### src/rtl/tt_um_guihca_multi.sv
// tt_um_guihca_multi: prescaled accumulator / serial bit capture / byte readback.
// A prescaler produces a tick every MAX_COUNT enabled cycles. The tick advances an
// 8-bit accumulator in ADD or COUNT mode. CAPTURE shifts ui_in[0] into a DEPTH-bit
// buffer, and READ shows one byte of that buffer on uo_out.
// Optional build macro GUIHCA_SEVENSEG_EN: in ADD/COUNT, uo_out carries a hex
// seven-segment pattern of acc[3:0] plus a decimal point that toggles on every tick.
// Interface handshake: there is no valid/ready pair. Inputs are sampled on every
// rising clk edge with ena=1, and uo_out is a pure combinational view of the registers.
module tt_um_guihca_multi #(
    parameter logic [23:0] MAX_COUNT = 24'd10_000_000,
    parameter int          DEPTH     = 64
) (
    input  logic [7:0] ui_in,
    output logic [7:0] uo_out,
    input  logic [7:0] uio_in,
    output logic [7:0] uio_out,
    output logic [7:0] uio_oe,
    input  logic       ena,
    input  logic       clk,
    input  logic       rst_n
);

    typedef enum logic [1:0] {
        MODE_ADD     = 2'b00,
        MODE_COUNT   = 2'b01,
        MODE_CAPTURE = 2'b10,
        MODE_READ    = 2'b11
    } mode_t;

    // Last prescaler value; the tick fires while the counter holds it.
    localparam logic [23:0] PRESC_LAST = MAX_COUNT - 24'd1;
    // Index width for one bit of the capture buffer.
    localparam int          CAP_IW     = $clog2(DEPTH);
    // Pointer value of the final buffer slot; writing it sets full.
    localparam logic [6:0]  PTR_LAST   = 7'(DEPTH - 1);
    // Number of readable bytes in the buffer.
    localparam logic [3:0]  NBYTES     = 4'(DEPTH / 8);

    mode_t        w_mode;
    logic         w_clear;
    logic         w_tick;
    logic [23:0]  r_presc;
    logic [7:0]   r_acc;
    logic [DEPTH-1:0] r_cap;
    logic [6:0]   r_ptr;
    logic         r_full;
    logic [63:0]  w_cap64;
    logic [7:0]   w_read_byte;
    logic [7:0]   w_acc_disp;
    logic         w_unused;

    assign w_mode  = mode_t'(uio_in[1:0]);
    assign w_clear = uio_in[2];
    assign w_tick  = (r_presc == PRESC_LAST);

    // The bidirectional pins are always inputs.
    assign uio_out = 8'h00;
    assign uio_oe  = 8'h00;

    // Reserved control bits are deliberately ignored.
    assign w_unused = &{1'b0, uio_in[7:3]};

    // Prescaler: free-runs in every mode while enabled, wraps after the tick.
    // A clear restarts the phase so the next tick is a full period away.
    always_ff @(posedge clk or negedge rst_n) begin
        if (!rst_n) begin
            r_presc <= 24'd0;
        end else if (ena) begin
            if (w_clear || w_tick) begin
                r_presc <= 24'd0;
            end else begin
                r_presc <= r_presc + 24'd1;
            end
        end
    end

    // Accumulator: on a tick, ADD sums ui_in and COUNT increments.
    // Clear takes priority over a coincident tick.
    always_ff @(posedge clk or negedge rst_n) begin
        if (!rst_n) begin
            r_acc <= 8'd0;
        end else if (ena) begin
            if (w_clear) begin
                r_acc <= 8'd0;
            end else if (w_tick) begin
                case (w_mode)
                    MODE_ADD:   r_acc <= r_acc + ui_in;
                    MODE_COUNT: r_acc <= r_acc + 8'd1;
                    default:    r_acc <= r_acc;
                endcase
            end
        end
    end

    // Capture: store one bit per enabled CAPTURE cycle until the buffer fills.
    // Once full, the buffer and pointer stay frozen until a clear or reset.
    always_ff @(posedge clk or negedge rst_n) begin
        if (!rst_n) begin
            r_cap  <= '0;
            r_ptr  <= 7'd0;
            r_full <= 1'b0;
        end else if (ena) begin
            if (w_clear) begin
                r_cap  <= '0;
                r_ptr  <= 7'd0;
                r_full <= 1'b0;
            end else if (w_mode == MODE_CAPTURE && !r_full) begin
                r_cap[r_ptr[CAP_IW-1:0]] <= ui_in[0];
                r_ptr <= r_ptr + 7'd1;
                if (r_ptr == PTR_LAST) begin
                    r_full <= 1'b1;
                end
            end
        end
    end

    // Byte readback: indices past the end of the buffer read as zero.
    assign w_cap64 = 64'(r_cap);
    always_comb begin
        w_read_byte = 8'h00;
        if ({1'b0, ui_in[2:0]} < NBYTES) begin
            w_read_byte = w_cap64[{ui_in[2:0], 3'b000} +: 8];
        end
    end

`ifdef GUIHCA_SEVENSEG_EN
    logic       r_dp;
    logic [6:0] w_seg;

    // Decimal point: toggles on every tick that is not overridden by a clear.
    always_ff @(posedge clk or negedge rst_n) begin
        if (!rst_n) begin
            r_dp <= 1'b0;
        end else if (ena && !w_clear && w_tick) begin
            r_dp <= ~r_dp;
        end
    end

    // Hex to seven-segment decode of the low accumulator nibble, bit order gfedcba.
    always_comb begin
        w_seg = 7'h00;
        case (r_acc[3:0])
            4'h0: w_seg = 7'h3F;
            4'h1: w_seg = 7'h06;
            4'h2: w_seg = 7'h5B;
            4'h3: w_seg = 7'h4F;
            4'h4: w_seg = 7'h66;
            4'h5: w_seg = 7'h6D;
            4'h6: w_seg = 7'h7D;
            4'h7: w_seg = 7'h07;
            4'h8: w_seg = 7'h7F;
            4'h9: w_seg = 7'h6F;
            4'hA: w_seg = 7'h77;
            4'hB: w_seg = 7'h7C;
            4'hC: w_seg = 7'h39;
            4'hD: w_seg = 7'h5E;
            4'hE: w_seg = 7'h79;
            4'hF: w_seg = 7'h71;
            default: w_seg = 7'h00;
        endcase
    end

    assign w_acc_disp = {r_dp, w_seg};
`else
    assign w_acc_disp = r_acc;
`endif

    // Output select: only the view changes with the mode; the state is untouched.
    always_comb begin
        uo_out = 8'h00;
        case (w_mode)
            MODE_ADD,
            MODE_COUNT:   uo_out = w_acc_disp;
            MODE_CAPTURE: uo_out = {r_full, r_ptr};
            MODE_READ:    uo_out = w_read_byte;
            default:      uo_out = 8'h00;
        endcase
    end

endmodule

### config.mk
export PLATFORM = sky130hd
export DESIGN_NAME = tt_um_guihca_multi
export DESIGN_NICKNAME = d
export VERILOG_FILES = /design/src/rtl/tt_um_guihca_multi.sv
export SDC_FILE = /design/constraint.sdc
export NUM_CORES = 1
export LEC_CHECK = 0
export ABC_AREA = 1
export CAP_MARGIN = 25
export CORE_MARGIN = 2
export CORE_UTILIZATION = 40
export DETAILED_ROUTE_END_ITERATION = 6
export HOLD_SLACK_MARGIN = 0.1
export SLEW_MARGIN = 5
export SYNTH_ARGS = -nofsm -noshare
export SYNTH_HDL_FRONTEND = slang
export SYNTH_SLANG_ARGS = --single-unit
### constraint.sdc
create_clock -name clk -period 1.6 [get_ports clk]
set_clock_uncertainty 0.15 [all_clocks]
set_input_delay 0.16 -clock clk [delete_from_list [all_inputs] [get_ports clk]]
set_output_delay 0.16 -clock clk [all_outputs]
set_load 0.005 [all_outputs]
* After elaboration in Yosys (flattened, before gate mapping) *
Index checks and enable logic that the tools add are counted.

word-level totals
  register bits = 104
  word-level logic and storage cells = 45
  bits of input ports = 19
  output and inout port bits = 24

cells by class
  $lt $le $gt $ge = 2
  add/sub/neg operators = 4
  shift operators = 1
  reductions and logical operators = 13
  multiplexer cells = 15
  equal/unequal tests = 5

operators by type and width
  cell                     number
  $mux W64                 2
  $bwmux W64               1
  $shiftx A64 B7 Y8        1
  $add A24 B1 Y24 const B  1
  $eq A24 B24 Y1 const B   1
  $mux W24                 1
  $pmux W8 S3              1
  $mux W8                  2
  $pmux W8 S2              1
  $mux W7                  2
  $add A8 B1 Y8 const B    1
  $add A8 B8 Y8            1
  $add A7 B1 Y7 const B    1
  $eq A7 B6 Y1 const B     1
  $lt A6 B7 Y1 const B     1
  $demux W1 S6             1
  $ge A6 B1 Y1 const B     1
  $reduce_and A3 Y1        2
  $reduce_bool A2 Y1       3
  $eq A2 B2 Y1 const B     2
  $mux W1                  4
  $reduce_bool A3 Y1       1
  $eq A2 B1 Y1 const B     1
  $logic_and A1 B1 Y1      2
  other kinds (5)          5

* Depth between registers and ports, before layout *
  depth in word-level cells = 7
  gate-level depth with buffers = 14
  mapped depth without buffers = 14

* Worst setup path before layout *
Ideal clock, no wire load.

  path type = in2reg
  start = input port ui_in[0]
  end = register r_acc[6]
  buffers on the path = 1
  data arrival time = 1.724 ns
  path slack = -0.340 ns
  setup time = 0.066 ns
  cell stages on the path = 14
  data required time = 1.384 ns
  path through = inv_1 -> clkbuf_1 -> nand2_1 -> ha_1 -> fa_1 -> nand2_1 -> nand2_1 -> nand3_1 -> nand2_1 -> nand2_1 -> nand2_1 -> nor2_1 -> nand3_1 -> nand2_1

on the way
  longest elaborated chain between the ends = 4

ends and longest elaborated chain
  item                  RTL line  RTL
  start, declared       13        input logic [7:0] ui_in,
  $add A8 B8 Y8         87        MODE_ADD: r_acc <= r_acc + ui_in;
  $pmux W8 S2           86        case (w_mode)
  $mux W8               85        end else if (w_tick) begin
  $mux W8               83        if (w_clear) begin
  end signal, assigned  87
  end signal, assigned  88        MODE_COUNT: r_acc <= r_acc + 8'd1;
  end signal, assigned  89        default: r_acc <= r_acc;
  end, declared         43        logic [7:0] r_acc;

No other way between the ends. The select of a mux whose other input is x is not followed.
A chain may end at the register's enable or synchronous reset.

* Worst setup path after layout *
  start = register r_cap[44]
  end = output port uo_out[4]

on the way
  longest elaborated chain between the ends = 2

ends and longest elaborated chain
  item                             RTL line  RTL
  start, declared                  44        logic [DEPTH-1:0] r_cap;
  start signal, assigned by index  108       r_cap[r_ptr[CAP_IW-1:0]] <= ui_in[0];
  $shiftx A64 B7 Y8                122       w_read_byte = w_cap64[{ui_in[2:0], 3'b000} +: 8];
  $pmux W8 S3                      171       case (w_mode)
  end, declared                    14        output logic [7:0] uo_out,

No other way between the ends.

==> qor_table.md <==
| Metric | Reported | Unit |
| --- | --- | --- |
| Outcome | finished, violations left | - |
| Failing checks | setup timing | - |
| Net count of the finished layout | 1,102 | - |
| CP delay by family, top | flip-flops | - |
| Via density per instance | 5.11 | - |
| Leakage power figure | 4.24 | nW |
| Setup WS post-layout | -202 | ps |
| Portion of the post-synthesis area used by sequential elements | 40.4 | % |
| First-pass GRT wire length | 32,100 | um |
| Mux cell area share after synthesis | 0.156 | % |
| Path type of the worst min-delay path | input pin to asynchronous set/reset pin | - |
| Maximum number of pins on one net before global-route repair | 49 | - |
| Max-cap violations | 0 | - |
| Worst EP required | 1290 | ps |
| Reg2reg end | r_presc[19]$_DFFE_PN0P_ | - |
| XOR/XNOR share of the synthesized area | 0.544 | % |
| Top-area cell type share of the netlist area | 40.4 | % |
| Launching element of the worst setup path | r_cap[44]$_DFFE_PN0P_ | - |
| Crit path buf inv count | 2 | - |
| P per Cell Area | 777 | nW/um2 |
| Post-route minimum period | 1800 | ps |
| Number of cells traversed by the worst register-to-register path | 10 | - |
| Library cell occupying the most area in the post-synthesis netlist | sky130_fd_sc_hd__dfrtp_1 | - |
| Worst setup timing slack at the placement stage | -788 | ps |
| Critical Path AT | 1490 | ps |
| Number of synthesis warnings | 0 | - |
| Clock latency of the later-clocked register in the worst-skew pair | 360 | ps |
| HPWL reported at the end of detailed placement | 14,100 | um |
| Row cnt | 46 | - |
| Setup Crit Path Kind | flop to output port | - |
| Number of clock buffers inserted by TritonCTS | 9 | - |
| Die area | 17,100 | um2 |
| Via count of the first global-routing pass | 6,279 | - |
| Die span in y | 131 | um |
| Remaining number of nets flagged by the antenna check after routing | 0 | - |
| Asr flop ratio synth | 100 | % |
| Fraction of layout instances using a drive strength above 1 | 34.0 | % |
| Worst-path cell chain | inv_2 -> a21oi_2 -> o21ai_1 -> nand3_1 -> nand3_2 -> o211ai_1 -> buf_2 | - |
| DRC | 0 | - |
| Total I/O pin count | 43 | - |
| TritonCTS clock tree | built | - |
| Synthesized-area fraction occupied by ao, oa, aoi and oai cells | 18.4 | % |
| Setup repair after global routing missed its margin | yes | - |
| Largest family of logic cells by synthesized area | simple AND/OR/NAND/NOR gates | - |
| Design Power | 0.00706 | W |
| Type of element launching the critical path | flop | - |
| Count of flip-flops with a built-in enable after synthesis | 0 | - |
| Count of input and output buffers | 21 | - |
| Number of optimization iterations in the first detailed-route pass | 5 | - |
| Final antenna diode count | 0 | - |
| Fmax | 555 | MHz |
| Die Span X | 131 | um |
| Routed WL | 20,200 | um |
| Final hold violation count | 0 | - |
| Wire length per cell after detailed routing | 15.6 | um |
| Number of levels in the clock H-tree | 3 | - |
| Number of cells produced by synthesis | 894 | - |
| Largest buffer count on any clock path | 2 | - |
| All-layer global routing usage | 24.6 | % |
| GR Overflow Total | 0 | - |
| TritonCTS sink count | 104 | - |
| Post-synthesis average cell area | 7.20 | um2 |
| IR Drop Worst-Case VDD | 0.000752 | V |
| Main area contributors after synthesis | sky130_fd_sc_hd__dfrtp_1 (40%), sky130_fd_sc_hd__nand2_1 (12%), sky130_fd_sc_hd__o21ai_0 (8.4%), sky130_fd_sc_hd__inv_1 (7.5%), sky130_fd_sc_hd__a21oi_1 (6.4%) | - |
| Start of the worst register-to-register path | r_presc[0]$_DFFE_PN0P_ | - |
| Final-report setup violation count | 39 | - |
| Period utilisation layout | 113 | % |
| Synthesis-to-finish area growth | 41.2 | % |
| Placer Congestion | 0.919 | - |
| CTS clk-pin slew, worst paths | 80 | ps |
| Total via count after detailed routing | 6,611 | - |
| Slack of the worst reg-to-reg path | -170 | ps |
| Max stage delay cell, worst path | sky130_fd_sc_hd__dfrtp_1 | - |
| Post-synth design cell area | 6440 | um2 |
| Root buffer selected by CTS | sky130_fd_sc_hd__clkbuf_16 | - |
| Basic-gate share of the synthesized area counting and, or, nand and nor cells | 25.7 | % |
| Count of pins over their slew limit | 0 | - |
| Antenna violations before repair | 0 | - |
| Predominant post-synthesis flop cell | sky130_fd_sc_hd__dfrtp_1 | - |
| Number of DRC markers in iteration 0 | 477 | - |
| Slowest cell delay on critical path | 380 | ps |
| Distinct cell type count after synthesis | 42 | - |
| Starting Density | 40.7 | % |
| Largest fanout on the critical path | 2 | - |
| Post-synthesis share of cell area spent on full adders, half adders and majority gates | 2.06 | % |
| Post-Route Hold Slack | 89.5 | ps |
| Capturing element type of the critical path | output port | - |
| Placeable core region | 15,800 | um2 |
| Post-synthesis sequential element count | 104 | - |
## synthesized netlist by cell type, types with 2 or more instances
| master | number |
|---|---|
| sky130_fd_sc_hd__o21ai_1 | 5 |
| sky130_fd_sc_hd__nor2_2 | 3 |
| sky130_fd_sc_hd__o21ai_0 | 108 |
| sky130_fd_sc_hd__buf_6 | 4 |
| sky130_fd_sc_hd__nand4_1 | 5 |
| sky130_fd_sc_hd__buf_2 | 6 |
| sky130_fd_sc_hd__a21oi_1 | 82 |
| sky130_fd_sc_hd__nand2_4 | 7 |
| sky130_fd_sc_hd__ha_1 | 9 |
| sky130_fd_sc_hd__o211ai_1 | 15 |
| sky130_fd_sc_hd__xor2_1 | 3 |
| sky130_fd_sc_hd__buf_4 | 20 |
| sky130_fd_sc_hd__nor2_1 | 74 |
| sky130_fd_sc_hd__a21oi_2 | 5 |
| sky130_fd_sc_hd__nand2_1 | 200 |
| sky130_fd_sc_hd__inv_2 | 2 |
| sky130_fd_sc_hd__nor3_2 | 6 |
| sky130_fd_sc_hd__clkbuf_1 | 11 |
| sky130_fd_sc_hd__clkinv_1 | 2 |
| sky130_fd_sc_hd__nor3_1 | 13 |
| sky130_fd_sc_hd__nand3_1 | 63 |
| sky130_fd_sc_hd__inv_1 | 128 |
| sky130_fd_sc_hd__dfrtp_1 | 104 |
## cells in the final DEF (no fill, tap or decap), types with 13 or more instances in the layout
master	netlist	final
sky130_fd_sc_hd__conb_1	1	16
sky130_fd_sc_hd__inv_1	128	100
sky130_fd_sc_hd__buf_6	4	13
sky130_fd_sc_hd__nand2_4	7	14
sky130_fd_sc_hd__buf_4	20	147
sky130_fd_sc_hd__o21ai_0	108	60
sky130_fd_sc_hd__nor2_2	3	19
sky130_fd_sc_hd__nand2_1	200	173
sky130_fd_sc_hd__nand2_2	1	20
sky130_fd_sc_hd__nor2_4	1	15
sky130_fd_sc_hd__o211ai_1	15	15
sky130_fd_sc_hd__nand3_1	63	48
sky130_fd_sc_hd__nor2_1	74	44
sky130_fd_sc_hd__inv_2	2	28
sky130_fd_sc_hd__dfrtp_1	104	101
sky130_fd_sc_hd__a21oi_1	82	69
sky130_fd_sc_hd__a21oi_2	5	17
sky130_fd_sc_hd__o21ai_1	5	48
## state kept, by name (all words and copies together), names as in the netlist
name / cells
r_cap: 64
r_full: 1
r_presc: 24
r_ptr: 7
r_acc: 8
## area by class of cell
type	instances	area (um2)
flip-flops and latches	104	2610
inverters	134	539
clock buffers	10	239
multi-input cells	629	3650
fillers	1465	6740
repair buffers	195	1690
well taps	216	270
clock inverters	6	90.1
## cell families (layout without fill, tap and decap cells)
family,Yosys count,count (layout)
other,1,16
xor gates and xnor gates,4,4
adders and majority gates,10,10
and+or+nand+nor,377,377
muxes,1,1
buffers and inverters,176,345
AOI/OAI and AO/OA,221,221
DFF,104,104
## stage by stage
step,instances,util (%),setup TNS (ps),area (um2)
6_report,1294,57.4,-4070,9090
3_3_place_gp,1251,50.1,-55940,7930
3_5_place_dp,1251,50.1,-57260,7930
4_1_cts,1278,54.5,-2970,8630
5_1_grt,1294,57.4,-7840,9090
2_1_floorplan,909,-,-223,6540
## worst max-delay path by stage
| stage | endpoint | slack (ps) | depth (start not counted) |
|---|---|---|---|
| after global placement | uo_out[0] | -760 | 9 |
| after detailed placement | uo_out[2] | -790 | 8 |
| after global routing | uo_out[4] | -310 | 7 |
| final | uo_out[4] | -200 | 7 |
| after floorplan | r_acc[6]$_DFFE_PN0P_ | -90 | 14 |
| after CTS | uo_out[0] | -170 | 7 |
## power breakdown
group,switching [W],internal [W]
Clock,0.00109,0.00142
Sequential,0.000135,0.00276
Combinational,0.000900,0.000746
## per-layer routing
metal / GRT usage, % / vias to the layer above / wire length (um)
met4: 8.57 / 0 / 497
met3: 3.66 / 39 / 1060
li1: - / 3225 / -
met5: 0 / - / 0
met1: 35.9 / 3161 / 9550
met2: 37.2 / 186 / 9150
## timing repair
item / CTS / global route
resized for setup: 154 / 120
endpoints found under the setup margin: 111 / 96
pin swaps: 41 / 33
setup buffers: 9 / 16
hold endpoints to repair: 104 / 0
cloned: 1 / 0
hold buffers: 1 / 0
Power figures use the tool's default switching activity.
